<file path="config.mk">
export PLATFORM = sky130hd
export DESIGN_NAME = fifo_write_ctrl_flat
export DESIGN_NICKNAME = d
export VERILOG_FILES = /design/src/rtl/fifo_pkg.sv /design/src/rtl/fifo_write_ctrl_if.sv /design/src/rtl/fifo_write_ctrl.sv /design/src/flat_wrapper.sv
export SDC_FILE = /design/constraint.sdc
export NUM_CORES = 1
export LEC_CHECK = 0
export CORE_ASPECT_RATIO = 1.75
export CORE_UTILIZATION = 40
export DETAILED_ROUTE_END_ITERATION = 12
export PLACE_DENSITY = 0.84
export SYNTH_ARGS = -nofsm -noshare
export SYNTH_HDL_FRONTEND = slang
export SYNTH_SLANG_ARGS = --single-unit
</file>
<file path="constraint.sdc">
create_clock -name clk -period 2.7 [get_ports clk]
set_input_delay 0.81 -clock clk [delete_from_list [all_inputs] [get_ports clk]]
set_output_delay 0.81 -clock clk [all_outputs]
set_load 0.01 [all_outputs]
</file>
<file path="src/rtl/fifo_pkg.sv">
// Pointer helpers shared by the FIFO write and read controllers.
// Pointers are carried as {wrap, addr} packed into an int-sized container.
package fifo_pkg;

    typedef int unsigned ptr_word_t;

    // Width of a {wrap, addr} pointer for a given RAM address width.
    function automatic int ptr_width(input int addr_width);
        return addr_width + 1;
    endfunction

    function automatic ptr_word_t ptr_addr(input ptr_word_t ptr, input int addr_width);
        return ptr & ((ptr_word_t'(1) << addr_width) - ptr_word_t'(1));
    endfunction

    function automatic ptr_word_t ptr_wrap(input ptr_word_t ptr, input int addr_width);
        return (ptr >> addr_width) & ptr_word_t'(1);
    endfunction

    // Advance by one entry; the address stays below depth and the wrap bit toggles on rollover.
    function automatic ptr_word_t ptr_next(input ptr_word_t ptr, input int addr_width,
                                           input int depth);
        ptr_word_t addr;
        ptr_word_t wrap;
        addr = ptr_addr(ptr, addr_width);
        wrap = ptr_wrap(ptr, addr_width);
        if (addr == ptr_word_t'(depth - 1)) begin
            addr = 0;
            wrap = wrap ^ ptr_word_t'(1);
        end else begin
            addr = addr + 1;
        end
        return (wrap << addr_width) | addr;
    endfunction

    function automatic ptr_word_t ptr_count(input ptr_word_t wptr, input ptr_word_t rptr,
                                            input int addr_width, input int depth);
        ptr_word_t waddr;
        ptr_word_t raddr;
        waddr = ptr_addr(wptr, addr_width);
        raddr = ptr_addr(rptr, addr_width);
        if (ptr_wrap(wptr, addr_width) == ptr_wrap(rptr, addr_width))
            return waddr - raddr;
        else
            return ptr_word_t'(depth) - raddr + waddr;
    endfunction

endpackage

</file>
<file path="src/rtl/fifo_write_ctrl_if.sv">
// Producer-side bus of the FIFO write controller.
// write is a request; fifo_write is its same-cycle acceptance (no ready/valid buffering).
interface fifo_write_ctrl_if #(
    parameter int ADDR_WIDTH     = 5,
    parameter int DROP_CNT_WIDTH = 8
);
    logic                      write;
    logic                      flush;
    logic [ADDR_WIDTH:0]       rptr;
    logic                      fifo_write;
    logic [ADDR_WIDTH-1:0]     waddr;
    logic [ADDR_WIDTH:0]       wptr;
    logic [ADDR_WIDTH:0]       count;
    logic                      fifo_full;
    logic                      almost_full;
    logic                      overflow;
    logic [DROP_CNT_WIDTH-1:0] drop_cnt;

    modport master (
        output write, flush, rptr,
        input  fifo_write, waddr, wptr, count, fifo_full, almost_full, overflow, drop_cnt
    );

    modport slave (
        input  write, flush, rptr,
        output fifo_write, waddr, wptr, count, fifo_full, almost_full, overflow, drop_cnt
    );
endinterface

</file>
<file path="src/rtl/fifo_write_ctrl.sv">
// Write-side pointer/status controller: accepts writes while not full, tracks occupancy
// against the read pointer, and records rejected writes in a sticky flag and saturating counter.
module fifo_write_ctrl
    import fifo_pkg::*;
#(
    parameter int ADDR_WIDTH     = 5,
    parameter int DEPTH          = 32,
    parameter int AFULL_LEVEL    = DEPTH - 2,
    parameter int DROP_CNT_WIDTH = 8
) (
    input  logic clk,
    input  logic reset,
    fifo_write_ctrl_if.slave bus
);

    localparam int PW = ptr_width(ADDR_WIDTH);
    localparam logic [PW-1:0] DEPTH_C = PW'(DEPTH);
    localparam logic [PW-1:0] AFULL_C = PW'(AFULL_LEVEL);

    logic [PW-1:0]             wptr_q;
    logic                      overflow_q;
    logic [DROP_CNT_WIDTH-1:0] drop_q;
    logic [PW-1:0]             wptr_nxt;
    logic [PW-1:0]             count;
    logic                      full;
    logic                      accept;
    logic                      reject;

    always_comb begin
        wptr_nxt = PW'(ptr_next(ptr_word_t'(wptr_q), ADDR_WIDTH, DEPTH));
        count    = PW'(ptr_count(ptr_word_t'(wptr_q), ptr_word_t'(bus.rptr), ADDR_WIDTH, DEPTH));
    end

    // Full is judged on the current read pointer only; a same-cycle pop does not make room.
    assign full   = (wptr_q[ADDR_WIDTH-1:0] == bus.rptr[ADDR_WIDTH-1:0]) &&
                    (wptr_q[ADDR_WIDTH] != bus.rptr[ADDR_WIDTH]);
    assign accept = bus.write & ~full & ~bus.flush & ~reset;
    assign reject = bus.write & full & ~bus.flush;

    always_ff @(posedge clk or posedge reset) begin
        if (reset) begin
            wptr_q     <= '0;
            overflow_q <= 1'b0;
            drop_q     <= '0;
        end else if (bus.flush) begin
            wptr_q     <= '0;
            overflow_q <= 1'b0;
            drop_q     <= '0;
        end else begin
            if (accept)
                wptr_q <= wptr_nxt;
            if (reject) begin
                overflow_q <= 1'b1;
                if (drop_q != '1)
                    drop_q <= drop_q + DROP_CNT_WIDTH'(1);
            end
        end
    end

    assign bus.fifo_write  = accept;
    assign bus.waddr       = wptr_q[ADDR_WIDTH-1:0];
    assign bus.wptr        = wptr_q;
    assign bus.count       = count;
    assign bus.fifo_full   = full;
    assign bus.almost_full = (count >= AFULL_C);
    assign bus.overflow    = overflow_q;
    assign bus.drop_cnt    = drop_q;

`ifndef SYNTHESIS
    always_ff @(posedge clk) begin
        if (!reset) begin
            assert (int'(bus.rptr[ADDR_WIDTH-1:0]) < DEPTH)
                else $error("rptr address %0d out of range", bus.rptr[ADDR_WIDTH-1:0]);
            assert (count <= DEPTH_C)
                else $error("occupancy %0d exceeds depth", count);
        end
    end
`endif

endmodule

</file>
<file path="src/flat_wrapper.sv">
// flat-port wrapper written by rule: the top's interface ports become plain ports
module fifo_write_ctrl_flat import fifo_pkg::*;
#(
    parameter int ADDR_WIDTH     = 5,
    parameter int DEPTH          = 32,
    parameter int AFULL_LEVEL    = DEPTH - 2,
    parameter int DROP_CNT_WIDTH = 8
)
  (clk, reset, bus_write, bus_flush, bus_rptr, bus_fifo_write, bus_waddr, bus_wptr, bus_count, bus_fifo_full, bus_almost_full, bus_overflow, bus_drop_cnt);
  fifo_write_ctrl_if #(.ADDR_WIDTH(ADDR_WIDTH), .DROP_CNT_WIDTH(DROP_CNT_WIDTH)) bus_i ();
  input  logic clk;
  input  logic reset;
  input wire logic [$bits(bus_i.write)-1:0] bus_write;
  input wire logic [$bits(bus_i.flush)-1:0] bus_flush;
  input wire logic [$bits(bus_i.rptr)-1:0] bus_rptr;
  output wire logic [$bits(bus_i.fifo_write)-1:0] bus_fifo_write;
  output wire logic [$bits(bus_i.waddr)-1:0] bus_waddr;
  output wire logic [$bits(bus_i.wptr)-1:0] bus_wptr;
  output wire logic [$bits(bus_i.count)-1:0] bus_count;
  output wire logic [$bits(bus_i.fifo_full)-1:0] bus_fifo_full;
  output wire logic [$bits(bus_i.almost_full)-1:0] bus_almost_full;
  output wire logic [$bits(bus_i.overflow)-1:0] bus_overflow;
  output wire logic [$bits(bus_i.drop_cnt)-1:0] bus_drop_cnt;
  assign bus_i.write = bus_write;
  assign bus_i.flush = bus_flush;
  assign bus_i.rptr = bus_rptr;
  assign bus_fifo_write = bus_i.fifo_write;
  assign bus_waddr = bus_i.waddr;
  assign bus_wptr = bus_i.wptr;
  assign bus_count = bus_i.count;
  assign bus_fifo_full = bus_i.fifo_full;
  assign bus_almost_full = bus_i.almost_full;
  assign bus_overflow = bus_i.overflow;
  assign bus_drop_cnt = bus_i.drop_cnt;
  fifo_write_ctrl #(.ADDR_WIDTH(ADDR_WIDTH), .DEPTH(DEPTH), .AFULL_LEVEL(AFULL_LEVEL), .DROP_CNT_WIDTH(DROP_CNT_WIDTH)) u_core (.clk(clk), .reset(reset), .bus(bus_i));
endmodule
</file>
==> flow_metrics.py <==
metrics = {
    "status": {
        "outcome": "finished, violations left",
        "violations": "negative setup slack",
    },
    "worst_hold_path": {
        "min_to": "u_core.bus.overflow$_DFFE_PP0P_",
        "hold_depth": 2,
        "hp-start": "u_core.bus.overflow$_DFFE_PP0P_",
        "hp-class": "flip-flop to flip-flop",
    },
    "final_layout": {
        "layout.nets": 201,
        "insertedDiodeCount": 0,
        "final_layout_size_suffix_gt1_frac": 0.315,
        "seqCellArea_sq_um": 375,
        "area_growth_pct": 60.2,
        "final_util": 0.685,
        "multi_input_area_sq_um": 706,
        "fill_cells": 199,
    },
    "worst_setup_path": {
        "cp_common_cell": "buf_6",
        "crit_cells": 9,
        "r2r_cells": 6,
        "cp.arrival_ps": 2160,
        "cp_cell_sequence": "buf_6 -> ha_4 -> fa_2 -> inv_2 -> a21o_1 -> a21oi_2 -> xnor2_2 -> a32o_2 -> buf_6",
        "crit_required_ps": 1890,
        "critPathMaxFanout": 2,
        "reg2reg_slack_ps": 550,
        "cp_top_family": "adder cells",
        "critPathSlowestCell": "fa_2",
        "cp-end-kind": "output port",
        "critPathLaunchType": "primary input",
        "crit_buf_inv": 3,
        "critical_path_class": "primary input to output port",
        "cpPeakStageDelay_ps": 350,
        "r2r_start": "u_core.bus.wptr[4]$_DFFE_PP0P_",
        "rr_endpoint": "u_core.bus.wptr[2]$_DFFE_PP0P_",
    },
    "synth": {
        "ys_seq_elements": 15,
        "synth-main-ff-cell": "dfrtp_1",
        "synth_cell_type_count": 30,
        "synth-async-reset-ratio": 1.00,
        "synth_cells": 128,
        "yosysMostFrequentCell": "nor2_1",
        "syn_area_sq_um": 1080,
        "synth_top_cell_area_share": 0.348,
        "avgSynthCellArea_sq_um": 8.43,
        "synthTopCellsByCount": "nor2_1, dfrtp_1, inv_1, a21oi_1, xnor2_1",
        "synth_area_leaders": "dfrtp_1, ha_1, xnor2_1, nor2_1, inv_1",
        "synth.largest_area_cell": "dfrtp_1",
        "ys_seq_area_frac": 0.348,
        "yosys_warnings": 0,
        "synth_nets": 147,
        "synth-edff-count": 0,
    },
    "power_and_ir_drop": {
        "ir_drop_uv": 270,
        "power_mw": 0.547,
        "power.density_nw_per_um2": 317,
        "power_leakage_nw": 0.768,
    },
    "drt": {
        "vias": 1075,
        "routed_wl_microns": 3020,
        "viasPerCell": 5.19,
        "drc_errors": 0,
        "dr.pass1.iters": 4,
        "ant_nets": 0,
        "wire_per_inst_microns": 14.6,
        "drt_iter0_drc": 21,
    },
    "placement": {
        "port_buffers": 38,
        "dp_hpwl_microns": 2280,
        "place.gp.congestion": 0.713,
        "dp_slack_ps": -1050,
    },
    "die": {
        "row_count": 24,
        "fp.dieW_microns": 41.3,
        "io-pin-count": 39,
        "fp.dieArea_sq_um": 2920,
        "start_util": 0.428,
        "die_y_microns": 70.7,
        "core_sq_um": 2520,
    },
    "sta": {
        "timing.final.ws_setup_ps": -268,
        "fin_crit_ps": 2970,
        "finalMaxSlewViolations": 0,
        "post-route-period-util": 1.10,
        "worst_pin_slew_ps": 591,
        "hold_viol": 0,
        "tns_ps": -617,
        "max_freq_mhz": 337,
        "setup_viol": 5,
        "whs_ps": 527,
        "relSlewSlack": 0.606,
        "grt_setup_unrepaired": "yes",
        "fin_worst_skew_ps": 3.37,
    },
    "global_routing": {
        "antenna_found_initial": 0,
        "grt_pass1_vias": 1142,
        "grt_overflow": 0,
        "grt_max_degree": 16,
        "grt_pass1_wl_microns": 4730,
        "grt_usage": 0.235,
    },
    "clock_tree": {
        "htreeDepth": 1,
        "numCtsBuffers": 3,
        "tritoncts": "yes",
        "insertion_delay_ps": 250,
        "clk_pin_slew_ps": 60,
        "cts_root_buffer": "clkbuf_8",
        "cts.path.max_buffers": 2,
        "cts_sinks": 15,
    },
    "job": {
        "max_cap_viol_count": 0,
    },
}
## final cells by class
class,count,area share
Tap cell,26,0.0188
Inverter,14,0.0333
Timing Repair Buffer,57,0.296
Sequential cell,15,0.217
Multi-Input combinational cell,91,0.408
Clock buffer,4,0.0261
## logic make-up after synthesis
group | Yosys count | share of synthesized area
fa+ha+maj | 9 | 0.111
compound gates | 22 | 0.117
buf+inv | 22 | 0.101
xor+xnor | 10 | 0.0812
simple gates | 48 | 0.223
flops | 15 | 0.348
mux | 2 | 0.0186
## cells in the final DEF (no fill, tap or decap), types with 2 or more instances in the layout
cell type,n
inv_4,2
nor3_1,5
nand2b_1,2
o21ai_2,2
buf_6,6
a21oi_2,2
buf_2,3
clkdlybuf4s50_1,24
dlygate4sd2_1,2
nand2_1,6
o21ai_0,6
a21oi_1,7
inv_2,3
a21o_1,2
ha_4,5
clkbuf_2,2
xnor2_1,8
mux2i_1,2
inv_1,9
ha_1,3
nor2_1,18
and3_1,2
buf_4,18
nand3_1,4
dfrtp_1,15
and2_1,2
clkbuf_8,3
## routing by layer
metal  share of wire  track usage  vias to the layer above
met5               0            0                        -
met4           0.018       0.0860                        0
met3           0.045       0.0219                        5
met2            0.60        0.462                       39
met1            0.33        0.213                      501
li1                -            -                      530
## through the flow
step / std cells / instance area [sq um]
6_report: 207 / 1730
5_1_grt: 207 / 1730
4_1_cts: 207 / 1730
3_5_place_dp: 200 / 1600
3_3_place_gp: 200 / 1600
2_1_floorplan: 128 / 1130
## what timing repair did
action,in CTS,in global routing
setup endpoints to repair,12,7
pin swaps,20,6
resized for setup,67,6
hold buffers,0,0
setup buffers,3,0
## how the worst max path moves through the flow
stage                            from               to
after floorplan           bus_rptr[0]  bus_almost_full
after global placement    bus_rptr[0]  bus_almost_full
after detailed placement  bus_rptr[0]  bus_almost_full
after CTS                 bus_rptr[0]  bus_almost_full
after global routing      bus_rptr[0]  bus_almost_full
final                     bus_rptr[0]  bus_almost_full
## worst reg2reg max path, delay by kind of cell, from the launching register on
family / cells / cell delay (ps)
and+or+nand+nor: 2 / 630
adders and majority gates: 1 / 270
AOI/OAI and AO/OA: 2 / 560
buffers and inverters: 1 / 190
DFF: 1 / 410
## registers in the layout, indices dropped and copies added, names as in the netlist
register	cells
u_core.bus.drop_cnt	8
u_core.bus.wptr	6
u_core.bus.overflow	1
## where the power goes
part / leakage, nW / switching (mW) / internal, mW / total, mW
logic: 0.537 / 0.0640 / 0.0725 / 0.136
clock network: 0.0228 / 0.0782 / 0.105 / 0.183
registers: 0.209 / 0.00137 / 0.227 / 0.228
No activity file was read; power rests on OpenSTA's default activity.
